File: config.mk
export PLATFORM = sky130hd
export DESIGN_NAME = empaquetador_pixeles_mem_flat
export DESIGN_NICKNAME = d
export VERILOG_FILES = /design/src/rtl/empaquetador_pixeles_mem_pkg.sv /design/src/rtl/empaquetador_pixeles_mem_if.sv /design/src/rtl/empaquetador_pixeles_mem_fifo_palabras_mem.sv /design/src/rtl/empaquetador_pixeles_mem.sv /design/src/flat_wrapper.sv
export SDC_FILE = /design/constraint.sdc
export NUM_CORES = 1
export LEC_CHECK = 0
export CAP_MARGIN = 0
export CORE_MARGIN = 4
export CORE_UTILIZATION = 35
export DETAILED_ROUTE_END_ITERATION = 7
export HOLD_SLACK_MARGIN = 0.08
export RECOVER_POWER = 50
export SYNTH_ARGS = -nofsm -noshare
export SYNTH_HDL_FRONTEND = slang
export SYNTH_SLANG_ARGS = --single-unit
File: constraint.sdc
create_clock -name clk -period 7.9 [get_ports clk]
set_input_delay 1.58 -clock clk [delete_from_list [all_inputs] [get_ports clk]]
set_output_delay 1.58 -clock clk [all_outputs]
set_load 0.03 [all_outputs]
File: src/rtl/empaquetador_pixeles_mem_pkg.sv
// Shared constants and the pixel-insertion helper for the pixel packer.
package empaquetador_pixeles_mem_pkg;

    localparam int unsigned PIXEL_BITS         = 8;
    localparam int unsigned PIXELS_POR_PALABRA = 4;
    localparam int unsigned MEM_WORD_BITS      = PIXEL_BITS * PIXELS_POR_PALABRA;
    localparam int unsigned PROFUNDIDAD_FIFO   = 4;
    localparam int unsigned PTR_BITS           = 2;
    localparam int unsigned CNT_BITS           = 3;
    localparam int unsigned IDX_BITS           = 2;
    localparam int unsigned IDX_ULTIMO         = PIXELS_POR_PALABRA - 1;

    typedef logic [PIXEL_BITS-1:0]    pixel_t;
    typedef logic [MEM_WORD_BITS-1:0] palabra_t;

    typedef enum logic {
        EST_LIBRE = 1'b0,
        EST_PEND  = 1'b1
    } estado_t;

    // Place a pixel in its byte lane; slot 0 is the most significant byte.
    function automatic palabra_t insertar_pixel(input palabra_t palabra,
                                                input pixel_t   px,
                                                input logic [IDX_BITS-1:0] idx);
        int unsigned pos;
        pos = (IDX_ULTIMO - 32'(idx)) * PIXEL_BITS;
        return palabra | (MEM_WORD_BITS'(px) << pos);
    endfunction

endpackage

File: src/rtl/empaquetador_pixeles_mem_if.sv
// Pixel-in / word-out bus between filter datapath, packer and memory writer.
interface empaquetador_pixeles_mem_if;
    import empaquetador_pixeles_mem_pkg::*;

    pixel_t   pixel;
    logic     write_pixel;
    logic     flush;
    logic     take_mem_data;
    palabra_t memory_data;
    logic     space_available;
    logic     data_available;

    modport master (
        output pixel, write_pixel, flush, take_mem_data,
        input  memory_data, space_available, data_available
    );

    modport slave (
        input  pixel, write_pixel, flush, take_mem_data,
        output memory_data, space_available, data_available
    );
endinterface

File: src/rtl/empaquetador_pixeles_mem_fifo_palabras_mem.sv
// Four-entry word FIFO holding complete words for the memory writer.
module fifo_palabras_mem
    import empaquetador_pixeles_mem_pkg::*;
(
    input  logic     clk,
    input  logic     reset,
    input  logic     push,
    input  palabra_t push_data,
    input  logic     pop,
    output palabra_t rd_data_c,
    output logic     full_c,
    output logic     empty_c
);

    palabra_t            mem [PROFUNDIDAD_FIFO];
    logic [PTR_BITS-1:0] wptr;
    logic [PTR_BITS-1:0] rptr;
    logic [CNT_BITS-1:0] cnt;

    // Storage, pointers and occupancy; push and pop are pre-qualified by the caller.
    always_ff @(posedge clk or posedge reset) begin
        if (reset) begin
            wptr <= '0;
            rptr <= '0;
            cnt  <= '0;
            for (int i = 0; i < int'(PROFUNDIDAD_FIFO); i++) begin
                mem[i] <= '0;
            end
        end else begin
            if (push) begin
                mem[wptr] <= push_data;
                wptr      <= PTR_BITS'(wptr + 1'b1);
            end
            if (pop) begin
                rptr <= PTR_BITS'(rptr + 1'b1);
            end
            case ({push, pop})
                2'b10:   cnt <= CNT_BITS'(cnt + 1'b1);
                2'b01:   cnt <= CNT_BITS'(cnt - 1'b1);
                default: cnt <= cnt;
            endcase
        end
    end

    assign rd_data_c = mem[rptr];
    assign full_c    = (cnt == CNT_BITS'(PROFUNDIDAD_FIFO));
    assign empty_c   = (cnt == '0);

endmodule

File: src/rtl/empaquetador_pixeles_mem.sv
// Packs pixels MSB-first into 32-bit words, buffers them, and handles flush of a partial word.
module empaquetador_pixeles_mem
    import empaquetador_pixeles_mem_pkg::*;
(
    input  logic clk,
    input  logic reset,
    empaquetador_pixeles_mem_if.slave bus
);

    estado_t             estado;
    estado_t             estado_sig;
    palabra_t            asm_reg;
    palabra_t            asm_sig;
    logic [IDX_BITS-1:0] idx;
    logic [IDX_BITS-1:0] idx_sig;

    logic     push_c;
    palabra_t push_data_c;
    logic     pop_c;
    logic     full_c;
    logic     empty_c;
    logic     space_c;
    logic     wr_ok_c;
    palabra_t merged_c;

    // State, assembly register and byte index.
    always_ff @(posedge clk or posedge reset) begin
        if (reset) begin
            estado  <= EST_LIBRE;
            asm_reg <= '0;
            idx     <= '0;
        end else begin
            estado  <= estado_sig;
            asm_reg <= asm_sig;
            idx     <= idx_sig;
        end
    end

    // Pixel acceptance, word commit and flush sequencing.
    always_comb begin
        estado_sig  = estado;
        asm_sig     = asm_reg;
        idx_sig     = idx;
        push_c      = 1'b0;
        push_data_c = '0;
        space_c     = (estado == EST_LIBRE) && ((idx != IDX_BITS'(IDX_ULTIMO)) || !full_c);
        wr_ok_c     = bus.write_pixel && space_c;
        merged_c    = wr_ok_c ? insertar_pixel(asm_reg, bus.pixel, idx) : asm_reg;

        case (estado)
            EST_LIBRE: begin
                if (wr_ok_c && (idx == IDX_BITS'(IDX_ULTIMO))) begin
                    push_c      = 1'b1;
                    push_data_c = merged_c;
                    asm_sig     = '0;
                    idx_sig     = '0;
                end else begin
                    if (wr_ok_c) begin
                        asm_sig = merged_c;
                        idx_sig = IDX_BITS'(idx + 1'b1);
                    end
                    // A flush with nothing buffered and no write is a no-op.
                    if (bus.flush && (wr_ok_c || (idx != '0))) begin
                        if (!full_c) begin
                            push_c      = 1'b1;
                            push_data_c = merged_c;
                            asm_sig     = '0;
                            idx_sig     = '0;
                        end else begin
                            estado_sig = EST_PEND;
                        end
                    end
                end
            end
            EST_PEND: begin
                if (!full_c) begin
                    push_c      = 1'b1;
                    push_data_c = asm_reg;
                    asm_sig     = '0;
                    idx_sig     = '0;
                    estado_sig  = EST_LIBRE;
                end
            end
            default: estado_sig = EST_LIBRE;
        endcase
    end

    assign pop_c = bus.take_mem_data && !empty_c;

    fifo_palabras_mem u_fifo (
        .clk       (clk),
        .reset     (reset),
        .push      (push_c),
        .push_data (push_data_c),
        .pop       (pop_c),
        .rd_data_c (bus.memory_data),
        .full_c    (full_c),
        .empty_c   (empty_c)
    );

    assign bus.space_available = space_c;
    assign bus.data_available  = !empty_c;

endmodule

File: src/flat_wrapper.sv
// flat-port wrapper written by rule: the top's interface ports become plain ports
module empaquetador_pixeles_mem_flat import empaquetador_pixeles_mem_pkg::*;
  (clk, reset, bus_pixel, bus_write_pixel, bus_flush, bus_take_mem_data, bus_memory_data, bus_space_available, bus_data_available);
  empaquetador_pixeles_mem_if bus_i ();
  input  logic clk;
  input  logic reset;
  input wire logic [$bits(bus_i.pixel)-1:0] bus_pixel;
  input wire logic [$bits(bus_i.write_pixel)-1:0] bus_write_pixel;
  input wire logic [$bits(bus_i.flush)-1:0] bus_flush;
  input wire logic [$bits(bus_i.take_mem_data)-1:0] bus_take_mem_data;
  output wire logic [$bits(bus_i.memory_data)-1:0] bus_memory_data;
  output wire logic [$bits(bus_i.space_available)-1:0] bus_space_available;
  output wire logic [$bits(bus_i.data_available)-1:0] bus_data_available;
  assign bus_i.pixel = bus_pixel;
  assign bus_i.write_pixel = bus_write_pixel;
  assign bus_i.flush = bus_flush;
  assign bus_i.take_mem_data = bus_take_mem_data;
  assign bus_memory_data = bus_i.memory_data;
  assign bus_space_available = bus_i.space_available;
  assign bus_data_available = bus_i.data_available;
  empaquetador_pixeles_mem u_core (.clk(clk), .reset(reset), .bus(bus_i));
endmodule
==> results.py <==
metrics = {
    "clock_tree": {
        "htree_levels": 4,
        "post_cts.repair.setup_buffers": 0,
        "cts_tree": "built",
        "numCtsBuffers": 17,
        "clk_pin_slew_ns": 0.06,
        "clk_latency_ns": 0.42,
        "cts.sinks": 170,
        "hold_buffers": 0,
        "cts_resized": 0,
        "cts_buffer_depth": 2,
        "root_buffer": "clkbuf_16",
    },
    "global_routing": {
        "gr-total-overflow": 0,
        "grt_usage_pct": 14.6,
        "grt_pass1_wl_mm": 27.9,
        "antenna_found_initial": 0,
        "grt_pass1_vias": 5110,
        "grt_max_degree": 105,
    },
    "timing": {
        "post-route-min-period_ns": 5.29,
        "whs_ns": 0.477,
        "finalCritPeriodShare_pct": 66.9,
        "slew_headroom_pct": -207,
        "setup_slack_ns": 2.61,
        "drv_slew": 277,
        "fin_tns_setup_ns": 0,
        "finalSetupViolCount": 0,
        "tightest_slew_ns": 4.58,
        "rsz0062_at_grt": "false",
        "skew_ns": 0.00879,
        "max_freq_mhz": 189,
        "hold_violations": 0,
    },
    "synthesis": {
        "synth_largest_area_cell": "dfrtp_1",
        "synth_ff_type": "dfrtp_1",
        "yosys-top-cells-area": "dfrtp_1, mux2_2, mux4_2, o21ai_0, nand2_1",
        "syn-num-nets": 595,
        "netlist_area_um2": 7640,
        "ys_seq_elements": 170,
        "synth.most_common_cell": "dfrtp_1",
        "syn_area_per_cell_um2": 13.3,
        "ys_async_sr_fraction_pct": 100,
        "synth_top_cell_area_share_pct": 55.7,
        "synth_edf_count": 0,
        "yosys-top-cells-count": "dfrtp_1, mux2_2, nand2_1",
        "syn_inst": 574,
        "ys_seq_area_share_pct": 55.7,
        "yosysWarnings": 0,
        "ys_types": 42,
    },
    "status": {
        "violations": "max-capacitance violations, max-slew violations",
        "status": "finished with violations",
    },
    "detailed_routing": {
        "ant_nets": 0,
        "post-route-drc-count": 0,
        "first_pass_iters": 7,
        "wl_per_cell_um": 18.8,
        "vias": 4717,
        "routed_wl_mm": 16.7,
        "first_iter_violations": 325,
        "viasPerCell": 5.30,
    },
    "power_and_ir_drop": {
        "p_per_area_nw_per_um2": 419,
        "p_leak_nw": 3.96,
        "ir_worst_vdd_mv": 0.162,
    },
    "flow_run": {
        "max-cap-violations": 5,
    },
    "floorplan": {
        "chipWidth_um": 156,
        "dieArea_um2": 24300,
        "fp.dieH_um": 156,
        "fp.coreArea_um2": 21200,
        "num_io_pins": 47,
        "row_count": 53,
        "initial_core_util_pct": 36.0,
    },
    "final_layout": {
        "antennaDiodeCount": 0,
        "fill_cells": 1964,
        "largest_register_ffs": 128,
        "multi_input_area_um2": 3050,
        "areaGrowthSynthToFinish_pct": 14.7,
        "fin_nets": 623,
        "ff_latch_area_um2": 4260,
        "drive_gt1_share_pct": 25.7,
    },
    "placed_design": {
        "io_buffers": 46,
        "dp_hpwl_mm": 10.6,
        "gp_congestion": 0.768,
        "place_ws_ns": 3.72,
    },
    "critical_path": {
        "worstPathRequired_ns": 8.35,
        "timing_worst_setup_path_type": "input pin to asynchronous set/reset pin",
        "worstPathArrival_ns": 5.73,
        "critPathLaunchType": "input pin",
        "worst-path-max-fanout": 104,
        "crit_path_end_kind": "asynchronous set/reset pin",
    },
    "worst_hold_path": {
        "holdCritPathClass": "flip-flop to flip-flop",
    },
}
## metal layers
layer  GRT usage (%)  routed length [um]
met5               0                   0
met4            4.46                 233
met3            3.33                 724
met2            23.5                8340
met1            19.8                7450
## layout make-up
class                           count  share of cell area (%)
Tap cell                          275                    3.93
Multi-Input combinational cell    350                    34.8
Clock inverter                     10                    1.04
Clock buffer                       22                    5.52
Timing Repair Buffer               53                    5.68
Sequential cell                   170                    48.5
Inverter                           10                   0.442
## cell usage in the layout (no fill, tap or decap), types with 3 or more instances in the layout
| cell type | count |
|---|---|
| a21oi_1 | 21 |
| a22o_1 | 20 |
| a22oi_1 | 24 |
| and4_1 | 3 |
| buf_4 | 3 |
| clkbuf_1 | 5 |
| clkbuf_16 | 17 |
| clkbuf_8 | 4 |
| clkdlybuf4s50_1 | 43 |
| clkinv_2 | 4 |
| dfrtp_1 | 169 |
| dlygate4sd3_1 | 3 |
| ha_1 | 7 |
| inv_1 | 9 |
| mux2_2 | 80 |
| mux4_2 | 32 |
| nand2_1 | 49 |
| nand4_2 | 4 |
| nor2_1 | 35 |
| o21ai_0 | 46 |
| xnor2_1 | 3 |
| xor2_1 | 3 |
## logic make-up after synthesis
group	Yosys count	share of synthesized area, %
AOI/OAI and AO/OA	119	10.0
xor gates and xnor gates	6	0.688
adders and majority gates	8	1.41
buffers and inverters	54	4.24
DFF	170	55.7
muxes	113	21.4
and+or+nand+nor	104	6.62
## stage by stage
step	std cells	utilization, %	total power [W]	cell area [um2]
global placement	858	38.7	0.00285	8220
CTS	890	41.4	0.00372	8790
global route	890	41.3	0.00391	8770
finish	890	41.3	0.00367	8770
floorplan	574	-	0.00247	7640
detailed placement	858	38.7	0.00291	8220
## power by group
group | internal [W] | total, W | leakage, nW | switching [W]
Sequential | 0.00119 | 0.00141 | 2.27 | 0.000215
Combinational | 0.000688 | 0.00146 | 1.40 | 0.000773
Clock | 0.000467 | 0.000801 | 0.282 | 0.000334
## critical path, cell delays in order
cell,delay [ns]
dlygate4sd3_1,0.54
clkinvlp_2,2.55
buf_4,0.98
## worst paths after layout
kind / from / endpoint / slack, ns / cells after the start
max: reset / u_core.asm_reg[14] / 2.61 / 3
min: u_core.u_fifo.mem[125] / u_core.u_fifo.mem[125] / 0.48 / 2
max reg2reg: u_core.idx[0] / u_core.u_fifo.mem[76] / 4.14 / 6
min reg2reg: u_core.u_fifo.mem[125] / u_core.u_fifo.mem[125] / 0.48 / 2
max in group clk: bus_write_pixel / u_core.u_fifo.mem[76] / 3.15 / 5
min in group asynchronous: reset / u_core.u_fifo.mem[117] / 3.03 / 2
Power figures use the tool's default switching activity.
